==> config.mk <==
export PLATFORM = sky130hd
export DESIGN_NAME = wb_regfile
export DESIGN_NICKNAME = d
export VERILOG_FILES = /design/src/rtl/riscv_pkg.sv /design/src/rtl/regfile_core.sv /design/src/rtl/wb_regfile.sv
export SDC_FILE = /design/constraint.sdc
export NUM_CORES = 2
export LEC_CHECK = 0
export CAP_MARGIN = 10
export CORE_MARGIN = 2
export CORE_UTILIZATION = 45
export DETAILED_ROUTE_END_ITERATION = 12
export PLACE_DENSITY = 0.75
export SLEW_MARGIN = 20
export SYNTH_ARGS = -nofsm -noshare
export SYNTH_HDL_FRONTEND = slang
export SYNTH_HIERARCHICAL = 1
export SYNTH_SLANG_ARGS = --single-unit
==> constraint.sdc <==
create_clock -name clk -period 4.4 [get_ports clk]
set_clock_uncertainty 0.15 [all_clocks]
set_input_delay 0.88 -clock clk [delete_from_list [all_inputs] [get_ports clk]]
set_output_delay 0.88 -clock clk [all_outputs]
set_load 0.02 [all_outputs]
==> src/rtl/riscv_pkg.sv <==
// Shared RV32I pipeline definitions: datapath width, register index width
// and writeback result-select encodings.
package riscv_pkg;

    localparam int XLEN      = 32;
    localparam int NREGS     = 32;
    localparam int REG_IDX_W = $clog2(NREGS);

    typedef enum logic [1:0] {
        RES_ALU  = 2'b00,
        RES_MEM  = 2'b01,
        RES_PC4  = 2'b10,
        RES_RSVD = 2'b11
    } result_src_e;

endpackage

==> src/rtl/regfile_core.sv <==
// Integer register file storage with hardwired x0 and two combinational
// read ports that bypass the same-cycle write.
module regfile_core
    import riscv_pkg::*;
#(
    parameter int XLEN  = riscv_pkg::XLEN,
    parameter int NREGS = riscv_pkg::NREGS
) (
    input  logic                     clk,
    input  logic                     rst_n,
    input  logic                     i_we,
    input  logic [$clog2(NREGS)-1:0] i_waddr,
    input  logic [XLEN-1:0]          i_wdata,
    input  logic [$clog2(NREGS)-1:0] i_raddr1,
    input  logic [$clog2(NREGS)-1:0] i_raddr2,
    output logic [XLEN-1:0]          o_rdata1,
    output logic [XLEN-1:0]          o_rdata2
);

    localparam int IDXW = $clog2(NREGS);

    logic [XLEN-1:0] r_regs [NREGS];
    logic            w_wrEn;
    logic            w_bypass1;
    logic            w_bypass2;

    // Writes to x0 are dropped here so the storage for entry 0 stays zero.
    assign w_wrEn = i_we && (i_waddr != '0);

    always_ff @(posedge clk) begin
        if (!rst_n) begin
            for (int i = 0; i < NREGS; i++) begin
                r_regs[i] <= '0;
            end
        end else if (w_wrEn) begin
            r_regs[i_waddr] <= i_wdata;
        end
    end

    // Bypass is gated by reset so a write that will be dropped is never seen.
    assign w_bypass1 = rst_n && i_we && (i_waddr == i_raddr1);
    assign w_bypass2 = rst_n && i_we && (i_waddr == i_raddr2);

    always_comb begin
        o_rdata1 = r_regs[i_raddr1];
        if (i_raddr1 == IDXW'(0)) begin
            o_rdata1 = '0;
        end else if (w_bypass1) begin
            o_rdata1 = i_wdata;
        end
    end

    always_comb begin
        o_rdata2 = r_regs[i_raddr2];
        if (i_raddr2 == IDXW'(0)) begin
            o_rdata2 = '0;
        end else if (w_bypass2) begin
            o_rdata2 = i_wdata;
        end
    end

endmodule

==> src/rtl/wb_regfile.sv <==
// Writeback stage: selects the result from MEM/WB, commits it to the register
// file, serves the decode read ports and counts retired instructions.
module wb_regfile
    import riscv_pkg::*;
#(
    parameter int XLEN  = riscv_pkg::XLEN,
    parameter int NREGS = riscv_pkg::NREGS,
    parameter int CNTW  = 64
) (
    input  logic                     clk,
    input  logic                     rst_n,
    input  logic                     RegWriteW,
    input  logic [1:0]               ResultSrcW,
    input  logic [$clog2(NREGS)-1:0] RdW,
    input  logic [XLEN-1:0]          ALUResultW,
    input  logic [XLEN-1:0]          ReadDataW,
    input  logic [XLEN-1:0]          PCPlus4W,
    input  logic                     InstrValidW,
    input  logic [$clog2(NREGS)-1:0] Rs1D,
    input  logic [$clog2(NREGS)-1:0] Rs2D,
    output logic [XLEN-1:0]          RD1D,
    output logic [XLEN-1:0]          RD2D,
    output logic [XLEN-1:0]          ResultW,
    output logic [CNTW-1:0]          InstRetW
);

    logic [CNTW-1:0] r_instRet;
    logic [XLEN-1:0] w_result;

    // The reserved encoding yields zero; committing it is legal.
    always_comb begin
        w_result = '0;
        case (result_src_e'(ResultSrcW))
            RES_ALU: w_result = ALUResultW;
            RES_MEM: w_result = ReadDataW;
            RES_PC4: w_result = PCPlus4W;
            default: w_result = '0;
        endcase
    end

    assign ResultW = w_result;

    regfile_core #(
        .XLEN  (XLEN),
        .NREGS (NREGS)
    ) u_core (
        .clk      (clk),
        .rst_n    (rst_n),
        .i_we     (RegWriteW),
        .i_waddr  (RdW),
        .i_wdata  (w_result),
        .i_raddr1 (Rs1D),
        .i_raddr2 (Rs2D),
        .o_rdata1 (RD1D),
        .o_rdata2 (RD2D)
    );

    // Free-running modulo counter; wraps silently.
    always_ff @(posedge clk) begin
        if (!rst_n) begin
            r_instRet <= '0;
        end else if (InstrValidW) begin
            r_instRet <= r_instRet + CNTW'(1);
        end
    end

    assign InstRetW = r_instRet;

endmodule

Yosys cells after proc, flatten, opt, wreduce, memory -nomap -nowiden
Memory sizes are Yosys's and may differ from the RTL's.
Index checks and enable logic that the tools add are counted.
Widths: inputs -> output; s select.
{ "totals": {"register_bits": 64, "latch_bits": 0, "ramBits": 1024, "mem_bits_ro": 0, "inputBits": 117, "wordCells": 28, "n_memories": 1} }
{ "op_classes": {"add_sub_neg": 1, "n_mul": 0, "n_div": 0, "n_lt_le_gt_ge": 0, "n_eq_ne": 4, "shift": 0, "mux": 12, "bitwise": 0, "reduce_logical": 9} }
{ "memory_table": {"columns": ["memory", "words", "width", "read_ports", "rd_ports_with_merged_regs", "write_ports", "line_no", "text"], "rows": [
  ["u_core.r_regs", 32, 32, 2, 0, 32, "regfile_core.sv:22", "logic [XLEN-1:0] r_regs [NREGS];"]
]} }
{ "ops": {"columns": ["cell", "n"], "rows": [
  ["$mux 32", 5],
  ["$pmux 32 s3", 1],
  ["$add 64x1->64 const B", 1],
  ["$reduce_or 32->1", 1],
  ["$eq 5x5->1", 2],
  ["$logic_not 5->1", 2],
  ["$mux 1", 5],
  ["$mux 5", 1],
  ["$reduce_bool 5->1", 1],
  ["$logic_and 1x1->1", 4],
  ["$eq 2x1->1 const B", 1],
  ["$eq 2x2->1 const B", 1],
  ["$logic_not 2->1", 1]
]} }

Logic depth before layout (Yosys ltp)
{ "logic_depth": {"word_depth": 7, "ltp_mapped": 10, "depth_no_buf": 6} }

By module
Netlist, hierarchy kept.
{ "by_module_without_submodules": {"columns": ["module", "instances", "cells_each", "area_each_um2", "seq_area_each_um2"], "rows": [
  ["regfile_core", 1, 3755, 54745.0, 30749.5],
  ["wb_regfile", 1, 469, 3744.8, 1281.2]
]} }

Worst setup path before layout
Ideal clock, no wire load.
{ "synth_path": {"path_kind": "input to register", "startpoint": "input port rst_n", "endpoint": "memory u_core.r_regs[24][0] (enable)", "setup_time_ps": 466, "arrival_ps": 4083, "required_time_ps": 3784, "setup_slack_ps": -299, "cell_stages": 5, "n_path_buf": 2, "path_cell_list": "clkbuf_1 nand2_1 or3_1 clkbuf_1 o21ai_0"} }
{ "synth_lines": {"columns": ["element", "line_no", "text"], "rows": [
  ["from (decl)", "wb_regfile.sv:11", "input logic rst_n,"],
  ["to (decl)", "regfile_core.sv:22", null]
]} }

Worst setup path after layout
{ "layout_path": {"startpoint": "input port Rs1D[0]", "endpoint": "output port RD1D[28]"} }
{ "layout_between": {"elab_chain_cells": 4, "word_cells_on_any_way": 6, "classes_between": "eq/ne: 1; mux: 2; reduce/logical: 2; memory: 1"} }
{ "layout_lines": {"columns": ["element", "line_no", "text"], "rows": [
  ["from (decl)", "wb_regfile.sv:19", "input logic [$clog2(NREGS)-1:0] Rs1D,"],
  ["parallel branches: the longest is 3 deep, another holds $mem_v2 32x32", null, null],
  ["$mux 32 (*)", "regfile_core.sv:46", "if (i_raddr1 == IDXW'(0)) begin"],
  ["to (decl)", "wb_regfile.sv:21", "output logic [XLEN-1:0] RD1D,"]
]} }
Every way passes the cells marked *.

==> run_summary.xml <==
<?xml version="1.0" encoding="UTF-8"?>
<metrics>
  <group name="outcome">
    <metric name="status" unit="">complete, no violations</metric>
  </group>
  <group name="critical_path">
    <metric name="ff2ff_path_depth" unit="">5</metric>
    <metric name="cp_slowest_cell" unit="">sky130_fd_sc_hd__a2111oi_4</metric>
    <metric name="critPathRequiredTime" unit="ns">3.37</metric>
    <metric name="critPathMostFrequentCell" unit="">sky130_fd_sc_hd__buf_12</metric>
    <metric name="critical_path.startpoint" unit="">Rs1D[0]</metric>
    <metric name="setup.worst_path.start_class" unit="">input pin</metric>
    <metric name="crit_fanout" unit="">12</metric>
    <metric name="path_class" unit="">input pin to primary output</metric>
    <metric name="data_arrival_critical_path" unit="ns">3.36</metric>
    <metric name="critPathCaptureType" unit="">primary output</metric>
    <metric name="worstPathCellList" unit="">buf_12 &gt; buf_12 &gt; buf_6 &gt; mux4_2 &gt; a2111oi_4 &gt; buf_4 &gt; a21oi_1 &gt; a22o_1 &gt; dlygate4sd2_1</metric>
    <metric name="slowest_delay" unit="ns">0.59</metric>
    <metric name="timing.rr.start" unit="">InstRetW[8]</metric>
  </group>
  <group name="sta">
    <metric name="layout_min_cycle_time" unit="ns">4.39</metric>
    <metric name="timing.max_slew.rel_slack" unit="">0.174</metric>
    <metric name="worst_tran_pin_value" unit="ns">1.24</metric>
    <metric name="finalHoldViolCount" unit="">0</metric>
    <metric name="setup_viol_count_final" unit="">0</metric>
    <metric name="finalHoldWorstSlack" unit="ns">0.362</metric>
    <metric name="drv_slew" unit="">0</metric>
    <metric name="layout_setup_ws" unit="ns">0.00978</metric>
    <metric name="min_period_over_period" unit="">0.998</metric>
    <metric name="fmax" unit="GHz">0.228</metric>
  </group>
  <group name="logic_synthesis">
    <metric name="ys_dominant_reg_cell" unit="">sky130_fd_sc_hd__edfxtp_1</metric>
    <metric name="netlist_area" unit="sq um">58500</metric>
    <metric name="synth_most_common_cell" unit="">sky130_fd_sc_hd__edfxtp_1</metric>
    <metric name="yosys-top-cells-area" unit="">sky130_fd_sc_hd__edfxtp_1, sky130_fd_sc_hd__mux4_2, sky130_fd_sc_hd__and2_1</metric>
    <metric name="syn-instance-count" unit="">4224</metric>
    <metric name="flip_flop_and_latch_count_after_synthesis" unit="">1088</metric>
    <metric name="ys_types" unit="">75</metric>
    <metric name="yosys.area.top_type_share" unit="">0.526</metric>
    <metric name="ys_async_sr_fraction" unit="">0</metric>
    <metric name="synth.avg_cell_area" unit="sq um">13.8</metric>
    <metric name="synth.yosys.warnings" unit="">6</metric>
    <metric name="yosysSeqAreaShare" unit="">0.548</metric>
    <metric name="synth.top_cells.by_count" unit="">sky130_fd_sc_hd__edfxtp_1, sky130_fd_sc_hd__and2_1, sky130_fd_sc_hd__mux4_2</metric>
    <metric name="netlist.top_cell.by_area" unit="">sky130_fd_sc_hd__edfxtp_1</metric>
    <metric name="synth-edff-count" unit="">1024</metric>
  </group>
  <group name="grt">
    <metric name="largest_net_degree_at_the_start_of_global_routing" unit="">65</metric>
    <metric name="antenna_found_initial" unit="">13</metric>
    <metric name="grt_usage" unit="">0.319</metric>
    <metric name="grt_pass1_wl" unit="um">302000</metric>
    <metric name="grt_overflow" unit="">0</metric>
    <metric name="grt_pass1_vias" unit="">43100</metric>
  </group>
  <group name="die">
    <metric name="floorplan.die.width" unit="um">365</metric>
    <metric name="initial_core_util" unit="">0.452</metric>
    <metric name="die_area" unit="sq um">133000</metric>
    <metric name="core.rowCount" unit="">132</metric>
    <metric name="floorplan.core_area" unit="sq um">129000</metric>
    <metric name="num_io_pins" unit="">277</metric>
    <metric name="die_h" unit="um">365</metric>
  </group>
  <group name="cts">
    <metric name="clkLatencyLatePin" unit="ns">0.75</metric>
    <metric name="cts_tree" unit="">built</metric>
    <metric name="cts.path.max_buffers" unit="">3</metric>
    <metric name="clk_tree_root_cell" unit="">sky130_fd_sc_hd__clkbuf_16</metric>
    <metric name="cts.reportedPaths.clkPinSlew" unit="ns">0.06</metric>
    <metric name="tritoncts.num_buffers" unit="">115</metric>
    <metric name="cts.sink_count" unit="">1088</metric>
    <metric name="cts_hold_buffers" unit="">0</metric>
    <metric name="cts_htree_levels" unit="">3</metric>
  </group>
  <group name="hold_path">
    <metric name="holdCritPathClass" unit="">flip-flop to flip-flop</metric>
    <metric name="hold_path_startpoint" unit="">InstRetW[54]</metric>
    <metric name="worst_hold_depth" unit="">2</metric>
  </group>
  <group name="power_and_ir_drop">
    <metric name="p_sw" unit="W">0.00699</metric>
    <metric name="pwr-share-clk" unit="">0.374</metric>
    <metric name="leakage" unit="nW">25.9</metric>
    <metric name="comb_power_share" unit="">0.159</metric>
    <metric name="power.total" unit="W">0.0260</metric>
    <metric name="cell_int_power" unit="W">0.0190</metric>
    <metric name="ir_worst_vdd" unit="V">0.000354</metric>
    <metric name="switching_share" unit="">0.269</metric>
    <metric name="cellPowerDensity" unit="nW/um^2">363</metric>
    <metric name="power.sequential.fraction" unit="">0.467</metric>
  </group>
  <group name="final_layout">
    <metric name="finalInstanceArea" unit="sq um">71700</metric>
    <metric name="nFillCells" unit="">10200</metric>
    <metric name="share_of_post_route_cells_with_drive_strength_above_1" unit="">0.274</metric>
    <metric name="final_net_count" unit="">4882</metric>
    <metric name="syn_to_layout_area_delta" unit="%">22.5</metric>
    <metric name="finalNonFillerCells" unit="">6611</metric>
  </group>
  <group name="placed_design">
    <metric name="gp_congestion" unit="">0.998</metric>
    <metric name="detailedPlacementHpwl" unit="um">144000</metric>
    <metric name="dpl_cell_area" unit="sq um">67400</metric>
    <metric name="numPortBuffers" unit="">276</metric>
    <metric name="placement.setup.worst_slack" unit="ns">-0.748</metric>
    <metric name="place_inst" unit="">6370</metric>
  </group>
  <group name="run">
    <metric name="drv_cap" unit="">0</metric>
  </group>
  <group name="routing">
    <metric name="vias_per_cell" unit="">6.56</metric>
    <metric name="postRouteAntennaNets" unit="">0</metric>
    <metric name="postRouteWirelength" unit="um">214000</metric>
    <metric name="firstDrtPassIters" unit="">5</metric>
    <metric name="remaining_drc_errors" unit="">0</metric>
    <metric name="detail_route.iter0.violations" unit="">6192</metric>
    <metric name="detail_routed_net_length_per_standard_cell" unit="um">32.4</metric>
    <metric name="routed-via-count" unit="">43400</metric>
  </group>
</metrics>
[what timing repair did]
| action | CTS | global route |
|---|---|---|
| pin swaps | 3 | 2 |
| endpoints found under the hold margin | 0 | 0 |
| gates cloned | 4 | 0 |
| endpoints found under the setup margin | 51 | 21 |
| setup buffers | 11 | 0 |
| resized for setup | 87 | 22 |
[worst max-delay path, delay by kind of cell]
| family | cells | cell delay (ns) |
|---|---|---|
| buffers and inverters | 5 | 1.04 |
| multiplexers | 1 | 0.57 |
| AO/OA/AOI/OAI | 3 | 0.87 |
[per-layer routing]
layer  wire, um  global-route usage  vias to the layer above  part of all wire
met4      15100               0.196                       10             0.070
met2      94700               0.480                     3606              0.44
li1           -                   -                    17300                 -
met3      30900              0.0977                      725              0.14
met5         68                   0                        -           0.00032
met1      73700               0.406                    21700              0.34
[cells by family (layout without fill, tap and decap cells)]
group / count (synthesis) / in the layout / share of synthesized area
and+or+nand+nor: 1355 / 1357 / 0.139
DFF: 1088 / 1088 / 0.548
muxes: 693 / 693 / 0.201
AOI/OAI and AO/OA: 598 / 598 / 0.0728
buffers and inverters: 446 / 1050 / 0.0336
xor gates and xnor gates: 42 / 42 / 0.00629
adders and majority gates: 1 / 1 / 0.000214
other: 1 / 40 / 0.0000641
[power by group through the flow]
stage          Clock [W]  Sequential (W)  Combinational [W]
2_1_floorplan          0          0.0122            0.00202
3_3_place_gp           0          0.0123            0.00397
3_5_place_dp           0          0.0123            0.00400
4_1_cts          0.00977          0.0121            0.00404
5_1_grt           0.0102          0.0122            0.00423
6_report         0.00972          0.0121            0.00415
[metrics by stage]
| step | util | setup TNS, ns |
|---|---|---|
| floorplan | - | -96.74 |
| global placement | 0.521 | -9.85 |
| detailed placement | 0.521 | -10.47 |
| CTS | 0.553 | 0 |
| global route | 0.554 | -0.000762 |
| finish | 0.554 | 0 |
[final cells by class]
cell class                      instances  area, sq um  share of cell area
Clock inverter                         85          757              0.0106
Multi-Input combinational cell       2723        25500               0.356
Sequential cell                      1088        32000               0.447
Clock buffer                          129         2980              0.0416
Tap cell                             1742         2180              0.0304
Timing Repair Buffer                  822         8120               0.113
Inverter                               14         55.1            0.000768
Antenna cell                            8         20.0            0.000279
[state kept, by name, summed over array words and instances, names as in the netlist]
register,cells
InstRetW,64
u_core/r_regs,1024
[final timing paths]
path,to,slack [ns]
worst min register to register,InstRetW[54],0.36
worst max register to register,InstRetW[45],1.72
worst max-delay path,RD1D[28],0.01
worst min-delay path,InstRetW[54],0.36
[cells in the final DEF, fill, tap and decap left out, types with 23 or more instances in the layout]
master and count:
sky130_fd_sc_hd__o221ai_1 42, sky130_fd_sc_hd__o21ai_2 33, sky130_fd_sc_hd__edfxtp_1 1024, sky130_fd_sc_hd__or3_1 26, sky130_fd_sc_hd__dfxtp_1 64, sky130_fd_sc_hd__and2_1 993, sky130_fd_sc_hd__a22oi_1 121, sky130_fd_sc_hd__buf_12 97
sky130_fd_sc_hd__nor2_1 56, sky130_fd_sc_hd__a22o_1 70, sky130_fd_sc_hd__dlygate4sd2_1 35, sky130_fd_sc_hd__mux4_2 383, sky130_fd_sc_hd__clkdlybuf4s50_1 198, sky130_fd_sc_hd__conb_1 32, sky130_fd_sc_hd__a21oi_1 104, sky130_fd_sc_hd__nand2_1 99
sky130_fd_sc_hd__xor2_1 23, sky130_fd_sc_hd__buf_4 467, sky130_fd_sc_hd__clkbuf_16 117, sky130_fd_sc_hd__nand4_1 26, sky130_fd_sc_hd__nand3_1 37, sky130_fd_sc_hd__o21ai_0 31, sky130_fd_sc_hd__o21ai_4 31, sky130_fd_sc_hd__clkinv_2 41
sky130_fd_sc_hd__mux2i_1 307, sky130_fd_sc_hd__o22ai_1 46
No activity file was read; power rests on OpenSTA's default activity.
